--- src/rtl/issue_sched_pkg.sv ---
// Shared types and constants for the unified issue queue and its select logic.
package issue_sched_pkg;

    localparam int unsigned PTAG_W = 7;
    localparam int unsigned FU_W   = 3;

    localparam logic [FU_W-1:0] FU_ALU = 3'd0;
    localparam logic [FU_W-1:0] FU_MUL = 3'd1;
    localparam logic [FU_W-1:0] FU_DIV = 3'd2;
    localparam logic [FU_W-1:0] FU_BR  = 3'd3;
    localparam logic [FU_W-1:0] FU_LD  = 3'd4;
    localparam logic [FU_W-1:0] FU_ST  = 3'd5;
    localparam logic [FU_W-1:0] FU_FPU = 3'd6;
    localparam logic [FU_W-1:0] FU_CSR = 3'd7;

    typedef enum logic {
        ST_FREE = 1'b0,
        ST_WAIT = 1'b1
    } ent_st_t;

    // Tag/readiness part of an entry; rob slot and payload live in side arrays
    typedef struct packed {
        ent_st_t           st;
        logic              r1;
        logic              r2;
        logic [PTAG_W-1:0] rs1;
        logic [PTAG_W-1:0] rs2;
        logic [FU_W-1:0]   fu_sel;
    } iq_entry_t;

endpackage

--- src/rtl/iq_age_select.sv ---
// Oldest-eligible picker: smallest (rob_idx - rob_head) wins, lowest index on ties.
module iq_age_select #(
    parameter int unsigned N  = 8,
    parameter int unsigned RW = 5
) (
    input  logic [N-1:0]           elig_i,
    input  logic [N-1:0][RW-1:0]   rob_idx_i,
    input  logic [RW-1:0]          rob_head_i,
    output logic [N-1:0]           grant_o,
    output logic [$clog2(N)-1:0]   idx_o,
    output logic                   any_o
);
    localparam int unsigned IW = $clog2(N);

    logic          found;
    logic [RW-1:0] age;
    logic [RW-1:0] best;
    logic [IW-1:0] idx;

    always_comb begin
        found = 1'b0;
        age   = '0;
        best  = '0;
        idx   = '0;
        for (int i = 0; i < int'(N); i++) begin
            // modular subtraction keeps the ordering correct across the rob wrap
            age = rob_idx_i[i] - rob_head_i;
            if (elig_i[i] && (!found || age < best)) begin
                found = 1'b1;
                best  = age;
                idx   = IW'(i);
            end
        end
        idx_o   = idx;
        any_o   = found;
        grant_o = found ? (N'(1) << idx) : '0;
    end

endmodule

--- src/rtl/issue_sched.sv ---
// Unified issue queue: holds renamed micro-ops, wakes them on writeback tags,
// and issues the oldest ready one whose functional unit is free.
module issue_sched
    import issue_sched_pkg::*;
#(
    parameter int unsigned IQ_LEN    = 8,
    parameter int unsigned ROB_LEN   = 32,
    parameter int unsigned WK_PORTS  = 2,
    parameter int unsigned PAYLOAD_W = 96
) (
    input  logic                          clk,
    input  logic                          rst,
    input  logic                          flush,
    input  logic                          enq_valid,
    output logic                          enq_ready,
    input  logic [PTAG_W-1:0]             enq_rs1,
    input  logic [PTAG_W-1:0]             enq_rs2,
    input  logic                          enq_rs1_rdy,
    input  logic                          enq_rs2_rdy,
    input  logic [FU_W-1:0]               enq_fu_sel,
    input  logic [$clog2(ROB_LEN)-1:0]    enq_rob_idx,
    input  logic [PAYLOAD_W-1:0]          enq_payload,
    input  logic [WK_PORTS-1:0]           wk_valid,
    input  logic [WK_PORTS*PTAG_W-1:0]    wk_tag,
    input  logic [7:0]                    fu_busy,
    input  logic [$clog2(ROB_LEN)-1:0]    rob_head,
    output logic                          issue_valid,
    input  logic                          issue_ready,
    output logic [PTAG_W-1:0]             issue_rs1,
    output logic [PTAG_W-1:0]             issue_rs2,
    output logic [FU_W-1:0]               issue_fu_sel,
    output logic [$clog2(ROB_LEN)-1:0]    issue_rob_idx,
    output logic [PAYLOAD_W-1:0]          issue_payload,
    output logic [$clog2(IQ_LEN):0]       iq_count,
    output logic                          iq_empty
);
    localparam int unsigned RW = $clog2(ROB_LEN);
    localparam int unsigned IW = $clog2(IQ_LEN);
    localparam int unsigned CW = IW + 1;

    iq_entry_t              ent_q [IQ_LEN];
    iq_entry_t              ent_d [IQ_LEN];
    logic [RW-1:0]          rob_q [IQ_LEN];
    logic [PAYLOAD_W-1:0]   pay_q [IQ_LEN];
    logic [CW-1:0]          count_q, count_d;

    logic [IQ_LEN-1:0]          elig_c, grant_c;
    logic [IQ_LEN-1:0][RW-1:0]  rob_flat_c;
    logic [IW-1:0]              sel_c, free_idx_c;
    logic                       any_c, enq_fire_c, issue_fire_c;

    function automatic logic woken(input logic [WK_PORTS-1:0] v,
                                   input logic [WK_PORTS*PTAG_W-1:0] t,
                                   input logic [PTAG_W-1:0] tag);
        woken = 1'b0;
        for (int p = 0; p < int'(WK_PORTS); p++)
            if (v[p] && t[p*PTAG_W +: PTAG_W] == tag) woken = 1'b1;
    endfunction

    assign enq_ready    = count_q < CW'(IQ_LEN);
    assign enq_fire_c   = enq_valid && enq_ready && !flush && !rst;
    assign issue_valid  = any_c && !flush && !rst;
    assign issue_fire_c = issue_valid && issue_ready;

    // Lowest-index free slot
    always_comb begin
        free_idx_c = '0;
        for (int i = int'(IQ_LEN) - 1; i >= 0; i--)
            if (ent_q[i].st == ST_FREE) free_idx_c = IW'(i);
    end

    always_comb begin
        for (int i = 0; i < int'(IQ_LEN); i++) begin
            rob_flat_c[i] = rob_q[i];
            elig_c[i] = (ent_q[i].st == ST_WAIT) && ent_q[i].r1 && ent_q[i].r2
                        && !fu_busy[ent_q[i].fu_sel];
        end
    end

    iq_age_select #(.N(IQ_LEN), .RW(RW)) u_sel (
        .elig_i     (elig_c),
        .rob_idx_i  (rob_flat_c),
        .rob_head_i (rob_head),
        .grant_o    (grant_c),
        .idx_o      (sel_c),
        .any_o      (any_c)
    );

    // Per-entry FREE/WAIT transitions plus wakeup
    always_comb begin
        for (int i = 0; i < int'(IQ_LEN); i++) begin
            ent_d[i] = ent_q[i];
            if (ent_q[i].st == ST_WAIT) begin
                ent_d[i].r1 = ent_q[i].r1 | woken(wk_valid, wk_tag, ent_q[i].rs1);
                ent_d[i].r2 = ent_q[i].r2 | woken(wk_valid, wk_tag, ent_q[i].rs2);
                if (issue_fire_c && grant_c[i]) ent_d[i].st = ST_FREE;
            end else if (enq_fire_c && free_idx_c == IW'(i)) begin
                ent_d[i].st     = ST_WAIT;
                ent_d[i].rs1    = enq_rs1;
                ent_d[i].rs2    = enq_rs2;
                ent_d[i].fu_sel = enq_fu_sel;
                ent_d[i].r1     = enq_rs1_rdy || (enq_rs1 == '0) || woken(wk_valid, wk_tag, enq_rs1);
                ent_d[i].r2     = enq_rs2_rdy || (enq_rs2 == '0) || woken(wk_valid, wk_tag, enq_rs2);
            end
        end
        count_d = count_q + CW'(enq_fire_c) - CW'(issue_fire_c);
    end

    always_ff @(posedge clk) begin
        if (rst || flush) begin
            for (int i = 0; i < int'(IQ_LEN); i++) ent_q[i] <= '0;
            count_q <= '0;
        end else begin
            ent_q   <= ent_d;
            count_q <= count_d;
        end
    end

    // Opaque data needs no reset: it is only visible through a valid entry
    always_ff @(posedge clk) begin
        if (enq_fire_c) begin
            rob_q[free_idx_c] <= enq_rob_idx;
            pay_q[free_idx_c] <= enq_payload;
        end
    end

    assign issue_rs1     = issue_valid ? ent_q[sel_c].rs1    : '0;
    assign issue_rs2     = issue_valid ? ent_q[sel_c].rs2    : '0;
    assign issue_fu_sel  = issue_valid ? ent_q[sel_c].fu_sel : '0;
    assign issue_rob_idx = issue_valid ? rob_q[sel_c]        : '0;
    assign issue_payload = issue_valid ? pay_q[sel_c]        : '0;
    assign iq_count      = count_q;
    assign iq_empty      = (count_q == '0);

endmodule

--- config.mk ---
export PLATFORM = sky130hd
export DESIGN_NAME = issue_sched
export DESIGN_NICKNAME = d
export VERILOG_FILES = /design/src/rtl/issue_sched_pkg.sv /design/src/rtl/iq_age_select.sv /design/src/rtl/issue_sched.sv
export SDC_FILE = /design/constraint.sdc
export NUM_CORES = 2
export LEC_CHECK = 0
export CORE_ASPECT_RATIO = 1.25
export CORE_MARGIN = 10
export CORE_UTILIZATION = 40
export CTS_CLUSTER_SIZE = 24
export DETAILED_ROUTE_END_ITERATION = 8
export SLEW_MARGIN = 20
export SYNTH_ARGS = -nofsm -noshare
export SYNTH_HDL_FRONTEND = slang
export SYNTH_SLANG_ARGS = --single-unit
--- constraint.sdc ---
create_clock -name clk -period 62.5 [get_ports clk]
set_input_delay 12.5 -clock clk [delete_from_list [all_inputs] [get_ports clk]]
set_output_delay 12.5 -clock clk [all_outputs]
set_load 0.01 [all_outputs]
==> impl_metrics.prom <==
# TYPE chip_impl_metric gauge
chip_impl_info{name="outcome",value="finished, violations left"} 1
chip_impl_info{name="violated_checks",value="DRC"} 1
chip_impl_metric{name="syn-num-nets",unit=""} 3740
chip_impl_info{name="kind_of_critical_path",value="primary input to output port"} 1
chip_impl_info{name="worstHoldPathType",value="flop to flop"} 1
chip_impl_metric{name="htree_num_levels",unit=""} 3
chip_impl_metric{name="holdBufCountCts",unit=""} 0
chip_impl_metric{name="min_period_over_period",unit="%"} 69.24
chip_impl_metric{name="cellLeakagePower",unit="nW"} 16.06
chip_impl_metric{name="cts_bufs_inserted",unit=""} 98
chip_impl_metric{name="first_pass_iters",unit=""} 7
chip_impl_metric{name="maximum_number_of_pins_on_one_net_before_global_route_repair",unit=""} 213
chip_impl_metric{name="post-cts-setup-buffers",unit=""} 0
chip_impl_metric{name="ff2ff_path_depth",unit=""} 66
chip_impl_metric{name="insertion_delay",unit="ps"} 700
chip_impl_metric{name="synthesis.area",unit="um2"} 43050
chip_impl_metric{name="power.density",unit="nW/um2"} 26.55
chip_impl_metric{name="synth-warning-count",unit=""} 0
chip_impl_metric{name="max_slew_margin",unit="%"} 19.42
chip_impl_metric{name="worst_ep_arrival_time",unit="ps"} 30770
chip_impl_metric{name="timing.clock.skew",unit="ps"} 38.98
chip_impl_metric{name="num-nets-final",unit=""} 3908
chip_impl_info{name="ys.flop_type",value="sky130_fd_sc_hd__edfxtp_1"} 1
chip_impl_metric{name="asyncSetResetFlopFracSynth",unit="%"} 0
chip_impl_metric{name="final.setup.worst_slack",unit="ps"} 19230
chip_impl_metric{name="synth.yosys.seq_area_share",unit="%"} 63.98
chip_impl_metric{name="stdcell_count",unit=""} 5191
chip_impl_metric{name="core_area",unit="um2"} 106800
chip_impl_metric{name="grt_antenna_before_repair",unit=""} 10
chip_impl_metric{name="fmax",unit="GHz"} 0.02311
chip_impl_metric{name="portion_of_netlist_area_occupied_by_mux_cells",unit="%"} 2.075
chip_impl_info{name="cts_tree",value="yes"} 1
chip_impl_metric{name="portBuffers",unit=""} 278
chip_impl_metric{name="synthesis_stage_register_bit_count",unit=""} 972
chip_impl_metric{name="clock_tree.buffer_depth",unit=""} 3
chip_impl_info{name="unrepaired_setup_endpoints_after_global_routing",value="false"} 1
chip_impl_metric{name="drcViolationCount",unit=""} 2
chip_impl_metric{name="row_cnt",unit=""} 134
chip_impl_metric{name="tns",unit="ps"} 0
chip_impl_metric{name="dpl-instance-area",unit="um2"} 47060
chip_impl_metric{name="grt_first_pass_wirelength",unit="um"} 190100
chip_impl_metric{name="clk_pin_slew",unit="ps"} 60
chip_impl_metric{name="slew_violations",unit=""} 0
chip_impl_metric{name="placedCellCount",unit=""} 5006
chip_impl_metric{name="cts-resized-gates",unit=""} 0
chip_impl_metric{name="drt-wirelength-per-cell",unit="um"} 24.46
chip_impl_metric{name="synth_compound_area_share",unit="%"} 12.42
chip_impl_metric{name="max-vdd-ir-drop",unit="uV"} 21.80
chip_impl_metric{name="drv.max_cap_violation_count",unit=""} 0
chip_impl_metric{name="post-route-cell-area",unit="um2"} 50270
chip_impl_metric{name="numClockSinks",unit=""} 972
chip_impl_metric{name="num_vias",unit=""} 29600
chip_impl_metric{name="globalplace.congestion",unit=""} 0.8368
chip_impl_metric{name="place_worst_setup_slack",unit="ps"} 19570
chip_impl_metric{name="fin_util",unit="%"} 47.07
chip_impl_metric{name="synth-xor-area-share",unit="%"} 5.818
chip_impl_metric{name="cp_slowest_stage_delay",unit="ps"} 870
chip_impl_metric{name="global_route.overflow_total",unit=""} 0
chip_impl_metric{name="route.detailed.vias_per_inst",unit=""} 5.702
chip_impl_info{name="synth_top_family_by_area",value="compound AO/OA/AOI/OAI gates"} 1
chip_impl_metric{name="timing.critical_path.fanout_max",unit=""} 84
chip_impl_metric{name="drt_first_iter_violations",unit=""} 2697
chip_impl_info{name="critical-path-top-cell-by-count",value="sky130_fd_sc_hd__a21o_1"} 1
chip_impl_metric{name="die_width",unit="um"} 313.4
chip_impl_metric{name="synthCells",unit=""} 3512
chip_impl_metric{name="totalPowerFinal",unit="mW"} 1.335
chip_impl_metric{name="hold_ws",unit="ps"} 494.5
chip_impl_metric{name="antenna_left",unit=""} 0
chip_impl_metric{name="transition_time_at_the_pin_with_the_least_slew_margin",unit="ps"} 1193
chip_impl_metric{name="floorplan.die.height",unit="um"} 386.8
chip_impl_info{name="root_buffer",value="sky130_fd_sc_hd__clkbuf_16"} 1
chip_impl_metric{name="hold_violations",unit=""} 0
chip_impl_info{name="crit_path_top_delay_cell",value="sky130_fd_sc_hd__buf_4"} 1
chip_impl_metric{name="post_synth_fa_ha_maj_area_fraction",unit="%"} 2.308
chip_impl_metric{name="fillerInstances",unit=""} 9585
chip_impl_metric{name="min_path_cells",unit=""} 2
chip_impl_metric{name="synth-edff-count",unit=""} 808
chip_impl_metric{name="global_route.usage.total",unit="%"} 20.25
chip_impl_metric{name="areaGrowthSynthToFinish",unit="%"} 16.75
chip_impl_metric{name="ioPinCount",unit=""} 279
chip_impl_metric{name="post_synth.cell_area_avg",unit="um2"} 12.26
chip_impl_metric{name="synth_cell_type_count",unit=""} 74
chip_impl_metric{name="drive_gt1_share",unit="%"} 8.774
chip_impl_metric{name="number_of_global_route_vias_before_repair",unit=""} 29575
chip_impl_metric{name="final_period_minus_worst_setup_slack",unit="ps"} 43270
chip_impl_metric{name="setup-violations-final",unit=""} 0
chip_impl_metric{name="route.final.wire_length",unit="um"} 127000
chip_impl_info{name="worstSetupEndpointType",value="output port"} 1
chip_impl_metric{name="initial_utilization",unit="%"} 40.31
chip_impl_metric{name="synthSimpleGateAreaFrac",unit="%"} 10.58
chip_impl_info{name="timing.critical_path.from_type",value="primary input"} 1
chip_impl_metric{name="cp_data_required_time",unit="ps"} 50000
chip_impl_metric{name="die_area",unit="um2"} 121200
chip_impl_metric{name="dp.final_hpwl",unit="um"} 72350
-- Yosys cell counts (all sizes together) (3+ instances only) --
cell       n  area share, %
xor2     112            2.3
a211o      3          0.061
a21oi    136            1.6
a21boi     3          0.061
mux2       6           0.16
and2      13           0.19
mux2i     51            1.2
a211oi    23           0.40
o21a      11           0.19
buf       42           0.49
clkbuf   217            1.9
o2111ai    4          0.081
a21o      32           0.56
ha        65            1.9
edfxtp   808             56
a2111oi    3           0.10
a221oi     4          0.081
a41oi      4          0.081
a31oi      7           0.10
nor2b      4          0.058
o211ai     3          0.052
inv       51           0.44
a31o     116            2.4
nor3       5          0.058
nand3      6          0.070
nand2    704            6.1
dfxtp    164            7.6
nor4      19           0.28
o22ai    234            3.4
nand4     62           0.90
mux4      14           0.73
o221ai   118            2.4
o21ai     27           0.31
or2        5          0.073
o31a       6           0.12
fa         9           0.42
and3     123            1.8
xnor2    174            3.5
nor2      91           0.79
-- report_power, final --
part / total [mW] / leakage, nW / switching (mW) / internal [mW]
clock network: 0.576 / 1.52 / 0.253 / 0.323
logic: 0.0542 / 5.94 / 0.0324 / 0.0217
registers: 0.704 / 8.60 / 0.000884 / 0.703
total: 1.33 / 16.1 / 0.286 / 1.05
-- routing by layer --
| metal | vias up | routed length [um] | GRT usage (%) |
|---|---|---|---|
| met5 | - | 106 | 0 |
| met3 | 217 | 7584 | 3.510 |
| met2 | 995 | 61480 | 33.51 |
| met4 | 16 | 3471 | 6.871 |
| met1 | 14884 | 54340 | 26.62 |
| li1 | 13488 | - | - |
-- layout make-up --
class	count	area (um2)	area share, %
flip-flops and latches	972	27550	54.80
multi-input cells	2230	14360	28.58
repair buffers	327	3203	6.372
clock buffers	125	2616	5.205
well taps	1428	1787	3.555
clock inverters	56	528.0	1.050
inverters	51	216.5	0.4306
diodes	2	5.005	0.009957
-- path summary, 6_finish.rpt --
check	startpoint	endpoint	slack [ps]
max reg2reg	rob_q[0][0]$_DFFE_PP_	ent_q[119]$_SDFF_PP0_	46670
max	rob_head[0]	issue_payload[6]	19230
min	ent_q[42]$_SDFFE_PP0P_	ent_q[42]$_SDFFE_PP0P_	490
min reg2reg	ent_q[42]$_SDFFE_PP0P_	ent_q[42]$_SDFFE_PP0P_	490
-- sequential cells by signal, indices dropped and copies added, names as in the netlist --
register	count
pay_q	768
ent_q	160
rob_q	40
iq_count	4
-- layout by cell type, fill, tap and decap left out, types with 23 or more instances in the layout --
cell                              instances
sky130_fd_sc_hd__dfxtp_1                164
sky130_fd_sc_hd__clkdlybuf4s50_1        278
sky130_fd_sc_hd__edfxtp_1               808
sky130_fd_sc_hd__xor2_1                 112
sky130_fd_sc_hd__xnor2_1                174
sky130_fd_sc_hd__a211oi_1                23
sky130_fd_sc_hd__inv_1                   46
sky130_fd_sc_hd__buf_4                   46
sky130_fd_sc_hd__a21oi_1                135
sky130_fd_sc_hd__clkbuf_16              100
sky130_fd_sc_hd__o21ai_0                 26
sky130_fd_sc_hd__a21o_1                  32
sky130_fd_sc_hd__mux2i_1                 51
sky130_fd_sc_hd__a31o_2                  97
sky130_fd_sc_hd__clkbuf_1                23
sky130_fd_sc_hd__nor2_1                  88
sky130_fd_sc_hd__ha_1                    65
sky130_fd_sc_hd__and3_1                 123
sky130_fd_sc_hd__nand4_1                 62
sky130_fd_sc_hd__o221ai_1               118
sky130_fd_sc_hd__nand2_1                703
sky130_fd_sc_hd__o22ai_1                234
-- worst max-delay path: cells and delay by family --
kind	cells	cell delay, ps
AND/OR/NAND/NOR	11	1840
adder cells (fa/ha/maj)	9	2790
multiplexers	2	720
AO/OA/AOI/OAI	40	9580
XOR/XNOR	1	130
buffers and inverters	5	3030
-- kinds of logic (layout without fill, tap and decap cells) --
group / count (synthesis) / in the layout
adder cells (fa/ha/maj): 74 / 74
buffers and inverters: 310 / 559
multiplexers: 71 / 71
AO/OA/AOI/OAI: 755 / 755
flip-flops: 972 / 972
XOR/XNOR: 286 / 286
AND/OR/NAND/NOR: 1044 / 1044
other: 0 / 2
(Power assumes the default switching activity.)
